### src/rtl/regfile_pkg.sv
// regfile_pkg: widths, writeback entry and writeback FSM state shared by the
// register file writeback path.
package regfile_pkg;
    localparam int DATA_W = 16;
    localparam int ADDR_W = 4;
    typedef struct packed {
        logic [ADDR_W-1:0] rd;
        logic [DATA_W-1:0] data;
    } wb_entry_t;
    typedef enum logic [1:0] {IDLE, DRAIN, HOLD} wb_state_t;
endpackage

### src/rtl/wb_fifo.sv
// wb_fifo: in-order result storage with pointers, occupancy count and
// per-entry destination/valid vectors for hazard checking.
module wb_fifo #(
    parameter int DATA_W = 16,
    parameter int ADDR_W = 4,
    parameter int DEPTH  = 4
) (
    input  logic                    clk,
    input  logic                    rst_n,
    input  logic                    clr,
    input  logic                    push,
    input  logic                    pop,
    input  logic [ADDR_W-1:0]       push_rd,
    input  logic [DATA_W-1:0]       push_data,
    output logic [ADDR_W-1:0]       head_rd,
    output logic [DATA_W-1:0]       head_data,
    output logic [$clog2(DEPTH):0]  count,
    output logic [ADDR_W-1:0]       ent_rd [DEPTH],
    output logic [DEPTH-1:0]        ent_vld
);
    import regfile_pkg::*;
    localparam int PW = $clog2(DEPTH);
    logic [PW-1:0] wr_ptr_q, wr_ptr_d, rd_ptr_q, rd_ptr_d;
    logic [PW:0] count_q, count_d;
    logic [ADDR_W-1:0] rd_mem_q [DEPTH];
    logic [DATA_W-1:0] data_mem_q [DEPTH];
    always_comb begin
        wr_ptr_d = clr ? '0 : wr_ptr_q + PW'(push);
        rd_ptr_d = clr ? '0 : rd_ptr_q + PW'(pop);
        count_d  = clr ? '0 : count_q + (PW+1)'(push) - (PW+1)'(pop);
    end
    always_ff @(posedge clk or negedge rst_n) begin
        if (!rst_n) begin
            wr_ptr_q <= '0;
            rd_ptr_q <= '0;
            count_q  <= '0;
        end else begin
            wr_ptr_q <= wr_ptr_d;
            rd_ptr_q <= rd_ptr_d;
            count_q  <= count_d;
        end
    end
    always_ff @(posedge clk) begin
        if (push && !clr) begin
            rd_mem_q[wr_ptr_q]   <= push_rd;
            data_mem_q[wr_ptr_q] <= push_data;
        end
    end
    // An entry is live when its distance from the read pointer is below count.
    always_comb begin
        for (int i = 0; i < DEPTH; i++)
            ent_vld[i] = {1'b0, PW'(PW'(i) - rd_ptr_q)} < count_q;
    end
    assign head_rd   = rd_mem_q[rd_ptr_q];
    assign head_data = data_mem_q[rd_ptr_q];
    assign ent_rd    = rd_mem_q;
    assign count     = count_q;
endmodule

### src/rtl/reg_writeback_queue.sv
// reg_writeback_queue: arbitrates ALU/memory results into an in-order queue
// driving the register file write port. WB_BYPASS_EN enables empty-queue bypass.
module reg_writeback_queue #(
    parameter int DATA_W = regfile_pkg::DATA_W,
    parameter int ADDR_W = regfile_pkg::ADDR_W,
    parameter int DEPTH  = 4
) (
    input  logic                    clk,
    input  logic                    rst_n,
    input  logic                    alu_valid,
    output logic                    alu_ready,
    input  logic [ADDR_W-1:0]       alu_rd,
    input  logic [DATA_W-1:0]       alu_data,
    input  logic                    mem_valid,
    output logic                    mem_ready,
    input  logic [ADDR_W-1:0]       mem_rd,
    input  logic [DATA_W-1:0]       mem_data,
    input  logic                    wb_hold,
    input  logic                    flush,
    output logic [ADDR_W-1:0]       wR,
    output logic                    writeEnable,
    output logic [DATA_W-1:0]       datain,
    input  logic [ADDR_W-1:0]       chk_reg1,
    input  logic [ADDR_W-1:0]       chk_reg2,
    output logic                    busy1,
    output logic                    busy2,
    output logic [$clog2(DEPTH):0]  count
);
    import regfile_pkg::wb_state_t, regfile_pkg::IDLE, regfile_pkg::DRAIN, regfile_pkg::HOLD;
    localparam int CW = $clog2(DEPTH) + 1;
    wb_state_t state_q, state_d;
    logic full, empty, mem_acc, alu_acc, push, pop, byp;
    logic [ADDR_W-1:0] in_rd, head_rd, last_rd_q, last_rd_d;
    logic [DATA_W-1:0] in_data, head_data, last_data_q, last_data_d;
    logic [ADDR_W-1:0] ent_rd [DEPTH];
    logic [DEPTH-1:0] ent_vld;
    assign full      = count == CW'(DEPTH);
    assign empty     = count == '0;
    assign mem_ready = !full && !flush;
    assign alu_ready = mem_ready && !mem_valid;
    assign mem_acc   = mem_valid && mem_ready;
    assign alu_acc   = alu_valid && alu_ready;
    assign in_rd     = mem_acc ? mem_rd : alu_rd;
    assign in_data   = mem_acc ? mem_data : alu_data;
    assign pop       = !empty && !wb_hold && !flush;
`ifdef WB_BYPASS_EN
    assign byp = empty && !wb_hold && !flush && (mem_acc || alu_acc);
`else
    assign byp = 1'b0;
`endif
    assign push        = (mem_acc || alu_acc) && !byp;
    assign writeEnable = pop || byp;
    // The write port keeps showing the last retired write while the queue is empty.
    assign wR     = byp ? in_rd : (empty ? last_rd_q : head_rd);
    assign datain = byp ? in_data : (empty ? last_data_q : head_data);
    wb_fifo #(.DATA_W(DATA_W), .ADDR_W(ADDR_W), .DEPTH(DEPTH)) u_fifo (
        .clk(clk), .rst_n(rst_n), .clr(flush), .push(push), .pop(pop),
        .push_rd(in_rd), .push_data(in_data), .head_rd(head_rd), .head_data(head_data),
        .count(count), .ent_rd(ent_rd), .ent_vld(ent_vld)
    );
    always_comb begin
        last_rd_d   = writeEnable ? wR : last_rd_q;
        last_data_d = writeEnable ? datain : last_data_q;
        state_d     = state_q;
        unique case (state_q)
            IDLE:    state_d = push ? DRAIN : IDLE;
            DRAIN:   state_d = wb_hold ? HOLD : (pop && !push && count == CW'(1)) ? IDLE : DRAIN;
            HOLD:    state_d = wb_hold ? HOLD : DRAIN;
            default: state_d = IDLE;
        endcase
        if (flush) state_d = IDLE;
    end
    always_ff @(posedge clk or negedge rst_n) begin
        if (!rst_n) begin
            state_q     <= IDLE;
            last_rd_q   <= '0;
            last_data_q <= '0;
        end else begin
            state_q     <= state_d;
            last_rd_q   <= last_rd_d;
            last_data_q <= last_data_d;
        end
    end
    always_comb begin
        busy1 = 1'b0;
        busy2 = 1'b0;
        for (int i = 0; i < DEPTH; i++) begin
            busy1 = busy1 | (ent_vld[i] && ent_rd[i] == chk_reg1);
            busy2 = busy2 | (ent_vld[i] && ent_rd[i] == chk_reg2);
        end
    end
endmodule

### config.mk
export PLATFORM = sky130hd
export DESIGN_NAME = reg_writeback_queue
export DESIGN_NICKNAME = d
export VERILOG_FILES = /design/src/rtl/regfile_pkg.sv /design/src/rtl/wb_fifo.sv /design/src/rtl/reg_writeback_queue.sv
export SDC_FILE = /design/constraint.sdc
export NUM_CORES = 1
export LEC_CHECK = 0
export ABC_CLOCK_PERIOD_IN_PS = 3600
export CORE_MARGIN = 8
export CORE_UTILIZATION = 45
export CTS_CLUSTER_SIZE = 10
export DETAILED_ROUTE_END_ITERATION = 10
export GPL_ROUTABILITY_DRIVEN = 1
export GPL_TIMING_DRIVEN = 0
export HOLD_SLACK_MARGIN = 0.15
export PLACE_DENSITY = 0.69
export SYNTH_ARGS = -nofsm -noshare
export SYNTH_HDL_FRONTEND = slang
export SYNTH_SLANG_ARGS = --single-unit
export TNS_END_PERCENT = 10
### constraint.sdc
create_clock -name clk -period 3.6 [get_ports clk]
set_input_delay 0.36 -clock clk [delete_from_list [all_inputs] [get_ports clk]]
set_output_delay 0.36 -clock clk [all_outputs]
set_load 0.03 [all_outputs]
==> results of run 1 <==
## timing repair
item / 4_1_cts / 5_1_grt
gates resized for setup: 0 / 0
hold buffers: 0 / 1
endpoints found under the hold margin: 0 / 27
## report_power, final
group          internal, mW  switching [mW]  total (mW)
logic                 0.792           0.935        1.73
registers              1.54          0.0997        1.64
clock network         0.257           0.403       0.660
total                  2.58            1.44        4.02
## critical path: cells and delay by family, from the launching register on
| kind | cells | cell delay [ps] |
|---|---|---|
| flops | 1 | 490 |
| compound gates | 4 | 550 |
| buf+inv | 3 | 1120 |
| fa+ha+maj | 1 | 290 |
## logic make-up after synthesis
group / share of synthesized area [%]
AOI/OAI and AO/OA: 2.01
xor gates and xnor gates: 6.44
adders and majority gates: 2.14
buffers and inverters: 2.91
DFF: 61.1
muxes: 17.9
and+or+nand+nor: 7.48
## synthesized netlist by cell type, types with 2 or more instances
library cell	count	area share, %
o21bai_1	2	0.30
xor2_1	24	4.2
buf_2	8	0.80
nor3b_1	2	0.30
mux4_2	20	8.9
mux2_1	20	4.5
nor3_1	2	0.20
inv_1	6	0.45
o21ai_0	5	0.50
nand2_1	60	4.5
mux2_2	20	4.5
edfxtp_1	80	48
ha_1	7	1.7
dfrtp_1	27	13
nor2b_1	4	0.50
xnor2_1	13	2.3
a21oi_1	3	0.30
o211ai_1	2	0.30
nor4_1	6	0.75
buf_4	4	0.60
a22oi_1	2	0.30
nand4_1	2	0.25
nor2_1	7	0.52
## layout make-up
type	instances	area [µm²]	share of cell area, %
Sequential cell	107	3080	49.1
Multi-Input combinational cell	208	1830	29.1
Timing Repair Buffer	87	873	13.9
Tap cell	140	175	2.80
Clock buffer	11	131	2.10
Buffer	16	120	1.92
Clock inverter	5	35.0	0.559
Inverter	7	26.3	0.419
## sequential cells by signal, summed over array words and instances, names as in the netlist
signal	count
u_fifo.data_mem_q	64
last_data_q	16
u_fifo.ent_rd	16
last_rd_q	4
u_fifo.count	3
u_fifo.rd_ptr_q	2
u_fifo.wr_ptr_q	2
## worst paths after layout
check                                              from                           to  slack, ps  cells past startpoint
max reg2reg                   u_fifo.count[0]$_DFF_PN0_   u_fifo.ent_rd[2]$_DFFE_PP_        930                      5
min reg2reg                 last_data_q[14]$_DFFE_PN0P_  last_data_q[14]$_DFFE_PN0P_        480                      2
max in group asynchronous                         rst_n  last_data_q[13]$_DFFE_PN0P_       2600                      2
min                                               flush    u_fifo.count[2]$_DFF_PN0_        290                      2
min in group asynchronous                         rst_n  last_data_q[11]$_DFFE_PN0P_        550                      2
max                        u_fifo.rd_ptr_q[1]$_DFF_PN0_                        busy1        440                      8
## per-layer routing
metal / vias to the layer above / routed length (µm)
met4: 0 / 99
met5: - / 0
met1: 1537 / 4570
met3: 7 / 555
met2: 73 / 5620
li1: 1424 / -
## stage by stage
stage / cells / instance area (µm²)
after global routing: 581 / 6260
after CTS: 580 / 6260
after detailed placement: 564 / 6090
after global placement: 558 / 6010
final: 581 / 6260
after floorplan: 338 / 5030
==> summary.txt, run 1 <==
Global routing
  – Global-route wire length before repair: 17.4 mm
  – Met2 Use GR: 26.9%
  – Most Crowded Layer GR: met2
  – GRT Total Usage: 15.5%
  – Grt met1 use: 18.3%
  – Vias in the first global route: 3340
  – Grt met3 use: 4.40%
  – Grt total ovfl: 0
  – Largest net degree at the start of global routing: 28
  – Antenna violations before repair: 0

Clock tree
  – CTS H-Tree Depth: 3
  – Clock transition at the registers of the reported paths: 100 ps
  – # clock sinks: 107
  – Post-CTS setup buffers: 0
  – CTS tree: built
  – CTS Buffer Depth: 2
  – TritonCTS Buffers: 9
  – Worst skew pair latency: 360 ps
  – Root buffer cell: clkbuf_8

Worst setup path
  – Kind of critical path: reg2out
  – Max incr delay on CP: 700 ps
  – CP max-delay cell: clkdlybuf4s50_1
  – Endpoint class of the critical path: output port
  – Critical path data arrival time: 2800 ps
  – Critical path required time: 3240 ps
  – Startpoint types: flip-flop
  – Crit path cell chain: buf_2 > inv_1 > ha_1 > a21boi_0 > o21bai_1 > a22oi_1 > o211ai_1 > clkdlybuf4s50_1
  – CP max FO: 10

Final layout
  – Area delta synth->final: 24.4%
  – Most frequent cells in the layout: edfxtp_1 (80), clkdlybuf4s50_1 (79), nand2_1 (60), dfrtp_1 (27), xor2_1 (24)
  – Final Util: 57.5%
  – N_diodes: 0
  – Most common cell after layout, fill and taps aside: edfxtp_1
  – Final layout net count: 498
  – Share of layout cells above drive strength 1: 18.1%
  – Fillers: 882

Drt
  – Drt first pass iters: 4
  – WL/cell: 18.7 µm
  – Initial DRC count: 117
  – Residual DRC: 0
  – Detailed-route wire length: 10.8 mm
  – Vias: 3041
  – Vias per cell: 5.23
  – Post-route ant nets: 0

Timing
  – WHS: 291 ps
  – Post-route minimum period: 3160 ps
  – Final setup viols: 0
  – Setup WS post-layout: 440 ps
  – Max Freq: 0.316 GHz
  – Clk_skew: 12.7 ps
  – Slew Limit Fails: 0
  – Measured slew at the worst slew-check pin: 1120 ps
  – Setup tns final: 0 ps
  – RSZ-0062 raised after global routing: no
  – Slew HR: 25.3%
  – Final period utilization: 87.8%
  – Final Hold Violating Endpoints: 0

Synthesis
  – Synth unique cells: 35
  – Yosys warns: 0
  – Syn Inst Count: 338
  – Avg Cell Area, Syn: 14.9 µm²
  – Post-synth EDFFs: 80
  – Sequential area share after synthesis: 61.1%
  – Syn nets: 400
  – Synth Flop Type: edfxtp_1
  – Async SR Flop Fraction: 25.2%
  – Mapped cell area: 5030 µm²
  – Synth Register Bits: 107

Pwr
  – Leak: 2.32 nW
  – Pwr dens: 642 nW/µm²
  – VDD IR max: 0.581 mV
  – Pwr Total: 4.02 mW

Floorplanning
  – Ports: 82
  – Die Ht: 122 µm
  – Die width: 122 µm
  – Area of the core: 10900 µm²
  – Row count: 38
  – Initial core utilization: 46.2%
  – Die footprint: 14800 µm²

Job
  – Max cap viols: 0

Placement
  – GP Congestion: 0.747
  – I/O Buffers: 80
  – Place WS: 792 ps
  – DP HPWL: 7.99 mm

Outcome
  – Status: complete, no violations

Worst hold path
  – HP Class: in2reg
No activity file was read; power rests on OpenSTA's default activity.
==> run 2: changes to the inputs <==
Settings changed: CORE_ASPECT_RATIO set to 0.9.
==> summary.txt, run 2 (synthesis results as in run 1) <==
Worst setup path
  – Critical path data arrival time: 2810 ps
  – CP max FO: 10
  – Critical path required time: 3240 ps
  – Endpoint class of the critical path: output port
  – Startpoint types: flip-flop
  – Kind of critical path: reg2out

Floorplanning
  – Row count: 36
  – Die width: 127 µm
  – Ports: 82
  – Area of the core: 10900 µm²
  – Die Ht: 116 µm
  – Initial core utilization: 46.4%
  – Die footprint: 14800 µm²

Drt
  – Residual DRC: 0
  – Detailed-route wire length: 11.2 mm
  – Drt first pass iters: 4
  – Vias per cell: 5.05
  – Initial DRC count: 183
  – WL/cell: 18.9 µm
  – Vias: 2995
  – Post-route ant nets: 0

Global routing
  – Grt total ovfl: 0
  – Vias in the first global route: 3377
  – Antenna violations before repair: 0
  – Global-route wire length before repair: 17.8 mm
  – GRT Total Usage: 15.7%
  – Largest net degree at the start of global routing: 28

Timing
  – Slew HR: 24.2%
  – RSZ-0062 raised after global routing: no
  – Post-route minimum period: 3170 ps
  – Final Hold Violating Endpoints: 0
  – Measured slew at the worst slew-check pin: 1140 ps
  – Setup WS post-layout: 433 ps
  – Final period utilization: 88.0%
  – Slew Limit Fails: 0
  – Max Freq: 0.316 GHz
  – Final setup viols: 0
  – Clk_skew: 8.01 ps

Clock tree
  – CTS Buffer Depth: 2
  – Post-CTS setup buffers: 0
  – Clock transition at the registers of the reported paths: 70 ps
  – # clock sinks: 107
  – TritonCTS Buffers: 9
  – CTS H-Tree Depth: 3
  – Worst skew pair latency: 340 ps
  – Root buffer cell: clkbuf_16
  – Post-CTS Resized: 0
  – CTS tree: built

Pwr
  – Seq pwr share: 38.1%
  – Net Switching: 1.49 mW
  – Switching Share: 34.6%
  – Leak: 2.37 nW
  – VDD IR max: 0.534 mV
  – Combinational Power Share: 40.6%
  – Pwr Total: 4.29 mW
  – Int Power: 2.81 mW
  – Pwr dens: 672 nW/µm²
  – Clock power frac: 21.3%

Placement
  – Post-placement cell count: 576
  – Area of placed instances: 6110 µm²
  – Place WS: 760 ps
  – DP HPWL: 8.06 mm
  – I/O Buffers: 80
  – GP Congestion: 0.764

Worst hold path
  – HP Class: in2reg

Job
  – Max cap viols: 0

Final layout
  – Area delta synth->final: 26.9%
  – Most common cell after layout, fill and taps aside: edfxtp_1
  – Fillers: 880
  – N_diodes: 0
  – Final instance area: 6390 µm²
  – Share of layout cells above drive strength 1: 18.4%
  – Final layout net count: 498
  – Register name with the most flops: u_fifo.data_mem_q
  – Post-route insts no fill: 593
  – Most frequent cells in the layout: edfxtp_1 (80), clkdlybuf4s50_1 (79), nand2_1 (60), dfrtp_1 (27), xor2_1 (24)
  – Max reg flops: 64

Outcome
  – Status: complete, no violations
run 2: per-layer routing:
layer	track usage, %	vias up	wire length (µm)
met5	0	-	0
met4	3.33	0	75
met3	4.29	10	635
met2	27.8	71	5680
met1	18.9	1486	4820
li1	-	1428	-
run 2: metrics by stage:
stage	utilization (%)	hold slack (ps)	TNS [ps]
2_1_floorplan	-	64.4	0
3_3_place_gp	55.5	453	-38620
3_5_place_dp	56.3	458	0
4_1_cts	58.8	308	0
5_1_grt	58.9	339	0
6_report	58.9	313	0
run 2: power by group through the flow:
| stage | Sequential (mW) | Combinational [mW] | Clock, mW |
|---|---|---|---|
| 6_report | 1.64 | 1.74 | 0.916 |
| 4_1_cts | 1.64 | 1.76 | 0.937 |
| 2_1_floorplan | 1.65 | 1.10 | 0 |
| 5_1_grt | 1.66 | 1.87 | 0.981 |
| 3_5_place_dp | 1.66 | 1.75 | 0 |
| 3_3_place_gp | 1.65 | 1.71 | 0 |
run 2: worst max-delay path, cell delays in order, from the launching register on:
cell             delay (ps)
dfrtp_1                 480
buf_2                   340
inv_1                    80
ha_1                    290
a21boi_0                130
o21bai_1                210
a22oi_1                 100
o211ai_1                120
clkdlybuf4s50_1         710
run 2: timing repair:
| item | CTS | global route |
|---|---|---|
| endpoints found under the setup margin | 0 | 0 |
| hold endpoints to repair | 0 | 27 |
| hold buffers | 0 | 1 |
run 2: cell type report:
cell class	instances	area, µm²	area share (%)
tap	152	190	2.98
inverter	7	26.3	0.411
clock buffer	10	229	3.58
timing repair buffer	87	873	13.7
clock inverter	6	46.3	0.725
sequential	107	3080	48.2
multi-input combinational	208	1830	28.6
buffer	16	120	1.88
run 2: path summary, 6_finish.rpt:
check | end | from | slack (ps) | depth (start not counted)
setup / recovery | busy1 | u_fifo.rd_ptr_q[1]$_DFF_PN0_ | 430 | 8
hold / removal | u_fifo.count[1]$_DFF_PN0_ | flush | 310 | 2
setup reg to reg | u_fifo.data_mem_q[3][2]$_DFFE_PP_ | u_fifo.count[0]$_DFF_PN0_ | 1050 | 5
hold reg to reg | last_data_q[2]$_DFFE_PN0P_ | last_data_q[2]$_DFFE_PN0P_ | 480 | 2
max in group asynchronous | last_data_q[4]$_DFFE_PN0P_ | rst_n | 2570 | 2
min in group asynchronous | last_rd_q[2]$_DFFE_PN0P_ | rst_n | 590 | 2
